### src/rtl/rv_iopmp_pkg.sv
// Shared IOPMP types: the per-cycle violation capture record and error-record FSM states.
package rv_iopmp_pkg;

   // Widest source id carried by the capture record; users may consume fewer bits.
   localparam int unsigned ERR_SID_WIDTH = 8;

   localparam logic [1:0] TTYPE_READ  = 2'd1;
   localparam logic [1:0] TTYPE_WRITE = 2'd2;
   localparam logic [1:0] TTYPE_EXEC  = 2'd3;

   typedef struct packed {
      logic                     error_detected;
      logic [1:0]               ttype;
      logic [2:0]               etype;
      logic [63:0]              addr;
      logic [ERR_SID_WIDTH-1:0] sid;
      logic [15:0]              eid;
   } error_capture_t;

   typedef enum logic [0:0] {
      ERR_IDLE = 1'b0,
      ERR_HELD = 1'b1
   } err_rec_state_t;

endpackage

### src/rtl/rv_iopmp_sat_counter.sv
// Saturating up-counter with synchronous clear and a sticky overflow flag.
module rv_iopmp_sat_counter #(
   parameter int unsigned WIDTH = 8
) (
   input  logic             clk_i,
   input  logic             rst_ni,
   input  logic             inc_i,
   input  logic             clr_i,
   output logic [WIDTH-1:0] count_o,
   output logic             saturated_o,
   output logic             overflow_o
);

   logic [WIDTH-1:0] count_q;
   logic             overflow_q;
   logic             at_max;

   assign at_max = &count_q;

   always_ff @(posedge clk_i) begin
      if (!rst_ni) begin
         count_q    <= '0;
         overflow_q <= 1'b0;
      end else if (clr_i) begin
         count_q    <= '0;
         overflow_q <= 1'b0;
      end else if (inc_i) begin
         // An increment arriving at all-ones is the one that gets lost.
         if (at_max) begin
            overflow_q <= 1'b1;
         end else begin
            count_q <= count_q + 1'b1;
         end
      end
   end

   assign count_o     = count_q;
   assign saturated_o = at_max;
   assign overflow_o  = overflow_q;

endmodule

### src/rtl/rv_iopmp_error_record.sv
// IOPMP error record: holds the first violation, counts later ones, drives the wired interrupt.
module rv_iopmp_error_record
   import rv_iopmp_pkg::*;
#(
   parameter int unsigned SID_WIDTH = 8,
   parameter int unsigned CNT_WIDTH = 8
) (
   input  logic                 clk_i,
   input  logic                 rst_ni,
   input  error_capture_t       err_interface_i,
   input  logic                 ie_i,
   input  logic                 ire_i,
   input  logic                 iwe_i,
   input  logic                 clear_i,
   output logic                 ip_o,
   output logic [1:0]           ttype_o,
   output logic [2:0]           etype_o,
   output logic [31:0]          err_reqaddr_o,
   output logic [31:0]          err_reqaddrh_o,
   output logic [SID_WIDTH-1:0] err_sid_o,
   output logic [15:0]          err_eid_o,
   output logic [CNT_WIDTH-1:0] suppressed_cnt_o,
   output logic                 overflow_o,
   output logic                 wired_int_o
);

   err_rec_state_t state_q, state_d;

   logic [1:0]           ttype_q;
   logic [2:0]           etype_q;
   logic [63:0]          addr_q;
   logic [SID_WIDTH-1:0] sid_q;
   logic [15:0]          eid_q;

   logic event_valid;
   logic capture;
   logic cnt_inc;
   logic cnt_clr;
   logic cnt_saturated;

   assign event_valid = err_interface_i.error_detected;

   always_comb begin
      state_d = state_q;
      capture = 1'b0;
      cnt_inc = 1'b0;
      unique case (state_q)
         ERR_IDLE: begin
            if (event_valid) begin
               state_d = ERR_HELD;
               capture = 1'b1;
            end
         end
         ERR_HELD: begin
            if (clear_i && event_valid) begin
               // Clear racing a new violation: keep the new one rather than lose it.
               capture = 1'b1;
            end else if (clear_i) begin
               state_d = ERR_IDLE;
            end else if (event_valid) begin
               cnt_inc = 1'b1;
            end
         end
         default: state_d = ERR_IDLE;
      endcase
   end

   // A clear in IDLE hits an already-zero counter, so it needs no state gating.
   assign cnt_clr = clear_i | capture;

   always_ff @(posedge clk_i) begin
      if (!rst_ni) begin
         state_q <= ERR_IDLE;
         ttype_q <= '0;
         etype_q <= '0;
         addr_q  <= '0;
         sid_q   <= '0;
         eid_q   <= '0;
      end else begin
         state_q <= state_d;
         if (capture) begin
            ttype_q <= err_interface_i.ttype;
            etype_q <= err_interface_i.etype;
            addr_q  <= err_interface_i.addr;
            sid_q   <= err_interface_i.sid[SID_WIDTH-1:0];
            eid_q   <= err_interface_i.eid;
         end
      end
   end

   rv_iopmp_sat_counter #(
      .WIDTH(CNT_WIDTH)
   ) u_sat_counter (
      .clk_i      (clk_i),
      .rst_ni     (rst_ni),
      .inc_i      (cnt_inc),
      .clr_i      (cnt_clr),
      .count_o    (suppressed_cnt_o),
      .saturated_o(cnt_saturated),
      .overflow_o (overflow_o)
   );

   always_comb begin
      wired_int_o = 1'b0;
      if (state_q == ERR_HELD && ie_i) begin
         wired_int_o = (((ttype_q == TTYPE_READ) || (ttype_q == TTYPE_EXEC)) && ire_i) ||
                       ((ttype_q == TTYPE_WRITE) && iwe_i);
      end
   end

   assign ip_o           = (state_q == ERR_HELD);
   assign ttype_o        = ttype_q;
   assign etype_o        = etype_q;
   assign err_reqaddr_o  = addr_q[31:0];
   assign err_reqaddrh_o = addr_q[63:32];
   assign err_sid_o      = sid_q;
   assign err_eid_o      = eid_q;

   logic unused_saturated;
   assign unused_saturated = cnt_saturated;

endmodule

### config.mk
export PLATFORM = sky130hd
export DESIGN_NAME = rv_iopmp_error_record
export DESIGN_NICKNAME = d
export VERILOG_FILES = /design/src/rtl/rv_iopmp_pkg.sv /design/src/rtl/rv_iopmp_sat_counter.sv /design/src/rtl/rv_iopmp_error_record.sv
export SDC_FILE = /design/constraint.sdc
export NUM_CORES = 1
export LEC_CHECK = 0
export CORE_UTILIZATION = 40
export CTS_CLUSTER_DIAMETER = 100
export DETAILED_ROUTE_END_ITERATION = 16
export GPL_ROUTABILITY_DRIVEN = 0
export HOLD_SLACK_MARGIN = 0.12
export PLACE_DENSITY_LB_ADDON = 0.1
export SYNTH_ARGS = -nofsm -noshare
export SYNTH_HDL_FRONTEND = slang
export SYNTH_SLANG_ARGS = --single-unit
### constraint.sdc
create_clock -name clk_i -period 2.1 [get_ports clk_i]
set_clock_uncertainty 0.2 [all_clocks]
set_input_delay 0.315 -clock clk_i [delete_from_list [all_inputs] [get_ports clk_i]]
set_output_delay 0.315 -clock clk_i [all_outputs]
set_load 0.1 [all_outputs]
-- Word-level counts from Yosys, hierarchy flattened
Cells that the tools add are included.
- register bits: 103
- bits of input ports: 100
- output and inout port bits: 104
- word-level logic and storage cells: 36
- add/subtract/negate cells: 1
- eq/ne operators: 3
- muxes and demuxes: 10
- bitwise logic cells: 4
- reductions and logical operators: 10
- operator list (operator ; number):
    $reduce_and A9 Y1 ; 1
    $add A8 B1 Y8 const B ; 1
    $mux W1 ; 8
    $reduce_and A8 Y1 ; 1
    $eq A2 B2 Y1 const B ; 2
    $logic_and A1 B1 Y1 ; 4
    $pmux W1 S2 ; 2
    $not A1 Y1 ; 3
    $eq A2 B1 Y1 const B ; 1
    $logic_or A1 B1 Y1 ; 2
    $reduce_and A2 Y1 ; 1
    $reduce_or A2 Y1 ; 1
    $or A1 B1 Y1 ; 1

-- Longest topological paths before layout
- depth in word-level cells: 5
- mapped depth: 6
- depth with buffers taken out: 4

-- By module
From an unflattened synthesis, not the netlist that was laid out.
- cell total of the unflattened synthesis: 468
- area, all modules: 4292.9 µm²
- modules (own cells, without submodules) (module ; instances ; cells each ; area each (µm²) ; sequential area each (µm²)):
    rv_iopmp_error_record ; 1 ; 415 ; 3809.9 ; 1881.8
    rv_iopmp_sat_counter ; 1 ; 53 ; 483.0 ; 180.2

-- Least setup slack after synthesis
Ideal clock, no wire load.
- path kind: register -> output
- start: register ttype_q[1], in the netlist ttype_o[1]
- end: output wired_int_o
- arrival: 1977 ps
- data required time: 1585 ps
- setup slack: -392 ps
- cell stages (with the launch flop): 4
- path buffers: 0
- path through: dfxtp_1 > nand2_1 > o21ai_0 > and3_1
- word-level cells in the longest chain between the ends: 5
- elaborated cells between the ends (all ways): 8
- ends and longest elaborated chain (item ; line ; text):
    start: declaration ; rv_iopmp_error_record.sv:29 ; logic [1:0] ttype_q;
    start signal: assignment ; rv_iopmp_error_record.sv:82 ; ttype_q <= err_interface_i.ttype;
    $eq A2 B1 Y1 / $eq A2 B2 Y1 (equally long branches) ; rv_iopmp_error_record.sv:106 ; wired_int_o = (((ttype_q == TTYPE_READ) || (ttype_q == TTYPE_EXEC)) && ire_i) ||
    $logic_or A1 B1 Y1 ; rv_iopmp_error_record.sv:106 ;
    $logic_and A1 B1 Y1 ; rv_iopmp_error_record.sv:106 ;
    $logic_or A1 B1 Y1 * ; rv_iopmp_error_record.sv:106 ;
    $mux W1 * ; rv_iopmp_error_record.sv:105 ; if (state_q == ERR_HELD && ie_i) begin
    end: declaration ; rv_iopmp_error_record.sv:24 ; output logic wired_int_o
Every way passes the cells marked *; elsewhere a longest branch is shown, timed or not.

-- Worst setup path in the final report
- start: input iwe_i
- end: output wired_int_o
- word-level cells in the longest chain between the ends: 3
- ends and longest elaborated chain (item ; line ; text):
    start: declaration ; rv_iopmp_error_record.sv:13 ; input logic iwe_i,
    $logic_and A1 B1 Y1 ; rv_iopmp_error_record.sv:107 ; ((ttype_q == TTYPE_WRITE) && iwe_i);
    $logic_or A1 B1 Y1 ; rv_iopmp_error_record.sv:106 ;
    $mux W1 ; rv_iopmp_error_record.sv:105 ;
Every way passes these cells.

==> metrics.txt <==
clk_lat worst skew 370 ps; CP Launch Point iwe_i; Initial Util 0.415; Lkg Pwr 2.46 nW; PD cells 778 mW/mm^2; post-CTS sizing 0; vias in the first global route 3,878; FFs w/ async S/R, synth 0; switching part of the total power 0.375; vias per cell 5.40; TritonCTS clock tree yes; largest net degree at the start of global routing 64; Worst Path Required 1580 ps; synthesized area 0.00407 mm^2; row count 36; die width 103 um; layout cells sized above 1 0.220; CP Class in -> out; Max-cap violations 0; total wire length 12,700 um; library cells used by synthesis 34; internal power 3.04 mW; share of the synthesized area in the top cell type 0.507; slowest stage delay, CP 450 ps; most area-consuming cells after synthesis dfxtp_1 (51%), a21oi_1 (12%), nand3_1 (12%); critical path peak fanout 1; Yosys warnings 0; cell with the most instances after synthesis dfxtp_1; cell taking the most area after synthesis dfxtp_1; DPL Wire Length 8270 um; drt initial violations 214; CP Launch Type primary input; Critical Path AT 1360 ps; fin. max-slew vios 0; total track usage 0.232; clock-pin slew on the worst setup and hold paths 110 ps; H-tree Lvls 3; worst setup path endpoint wired_int_o; sequential power share 0.435; area of the die 0.0106 mm^2; Clock power frac 0.267; n_diodes 0; Mapped Cells 492; Final min period 1880 ps; Worst path slowest cell clkdlybuf4s50_1; total core area 0.00982 mm^2; status completed; RSZ-0062 raised after global routing false; top post-synthesis cells by count dfxtp_1 (103), a21oi_1 (97), nand3_1 (94), o21ai_0 (94), clkbuf_1 (42); Post-synth EDFFs 0; IO Count 204; Clock Tree Root clkbuf_8; Yosys reg bits 103; P&R area growth vs syn 53.5%; Fin Setup TNS 0 ps; Post-Place Cells 788; Reg2Reg Launch Point u_sat_counter.count_o[0]; routed via count 4,349; post-route ant nets 0; first-pass GRT wire length 19,300 um; final number of setup-violating endpoints 0; Crit Reg-Reg Endpoint u_sat_counter.count_o[3]; Remaining DRCs 0; r2r setup slk 420 ps; Max Clk Rate 0.533 GHz; Port Buf Inserts 203; main flop type after synthesis dfxtp_1; Pre-Repair DR Iteration Count 4; Die Y 103 um; Max-slew headroom 0.555; CTS buffer count 9; fin crit share 0.894; Power, Total 4.86 mW; total gr overflow 0; register area share after synthesis 0.507; Final Hold Viols 0; Final nets 768; fill cell count 876; Final Non-Filler Cells 805; cell count of the worst reg-to-reg path 4; crit path capture type output pin; logic gate share of total power 0.298; crit-path cells clkdlybuf4s50_1 > nand2_1 > o21ai_0 > and3_2 > buf_12; worst vdd ir 0.412 mV; Worst-Margin Slew 668 ps; initial antenna violation count 0; Clock Path Buffers 2; Psw 1.82 mW; Mapped Nets 593; Clock Sinks 103; Routed wire per std cell 15.8 um; Post-Syn Area per Cell 8.27 um^2; Hold WC Path Type reg -> reg
stage by stage:
step           setup slack (ps)  hold WS (ps)  instance area, um^2   util
6_report                    223           259                 6250  0.636
5_1_grt                     156           270                 6250  0.636
4_1_cts                     214           258                 6250  0.636
3_5_place_dp               87.3           243                 6030  0.614
3_3_place_gp               90.2           239                 6030  0.614
2_1_floorplan              7.06           255                 4080      -
kinds of logic after synthesis:
family	Yosys count	synth area share
adder cells (fa/ha/maj)	1	0.00307
multiplexers	4	0.00984
AND/OR/NAND/NOR	127	0.171
buffers and inverters	57	0.0581
AO/OA/AOI/OAI	200	0.251
flip-flops	103	0.507
placed cells by master, fill, tap and decap left out, drive strengths merged, types with 2 or more instances in the layout:
cell type and instances:
a211oi 3, nand3 94, mux2i 4, a311oi 2, nand3b 2, inv 5
or4 4, and3 3, nand2 5, clkinv 2, a31oi 3, o21ai 94
nand2b 2, dfxtp 103, nand4b 6, buf 119, clkbuf 10, clkdlybuf4s50 98
a21oi 97
critical path: cells and delay by family:
family          cells  cell delay, ps
buf+inv             2             620
simple gates        2             270
compound gates      1             140
repair_timing:
item	in CTS	in global routing
hold buffers	1	0
setup buffers	0	0
setup endpoints to repair	0	0
endpoints found under the hold margin	2	0
power groups by stage:
stage                     clock (mW)  combinational (mW)  sequential [mW]
after CTS                       1.33                1.45             2.11
after floorplan                    0               0.250             2.91
after global routing            1.40                1.51             2.13
after detailed placement           0                1.45             2.16
after global placement             0                1.44             2.15
final                           1.30                1.45             2.11
layout make-up:
type,count,area [um^2],area share
Inverter,3,11.3,0.00180
Clock inverter,6,77.6,0.0124
Clock buffer,10,128,0.0204
Timing Repair Buffer,218,2010,0.322
Tap cell,133,166,0.0266
Multi-Input combinational cell,332,1780,0.285
Sequential cell,103,2070,0.332
routing by layer:
metal / vias up / share of wire / GRT usage
met2: 153 / 0.48 / 0.375
met4: 0 / 0.017 / 0.0813
met1: 2052 / 0.42 / 0.298
li1: 2128 / - / -
met5: - / 0 / 0
met3: 16 / 0.076 / 0.0631
how the worst min path moves through the flow:
| stage | startpoint | end | cells past startpoint |
|---|---|---|---|
| floorplan | err_interface_i[91] | ttype_o[0] | 2 |
| global placement | u_sat_counter.overflow_o | u_sat_counter.overflow_o | 2 |
| detailed placement | u_sat_counter.overflow_o | u_sat_counter.overflow_o | 2 |
| CTS | u_sat_counter.overflow_o | u_sat_counter.overflow_o | 2 |
| global route | err_interface_i[88] | etype_o[0] | 3 |
| finish | u_sat_counter.overflow_o | u_sat_counter.overflow_o | 2 |
state kept, by name (all words and copies together) (netlist names):
register	count
addr_q	64
err_eid_o	16
err_sid_o	8
etype_o	3
ip_o	1
ttype_o	2
u_sat_counter.count_o	8
u_sat_counter.overflow_o	1
(Power assumes the default switching activity.)
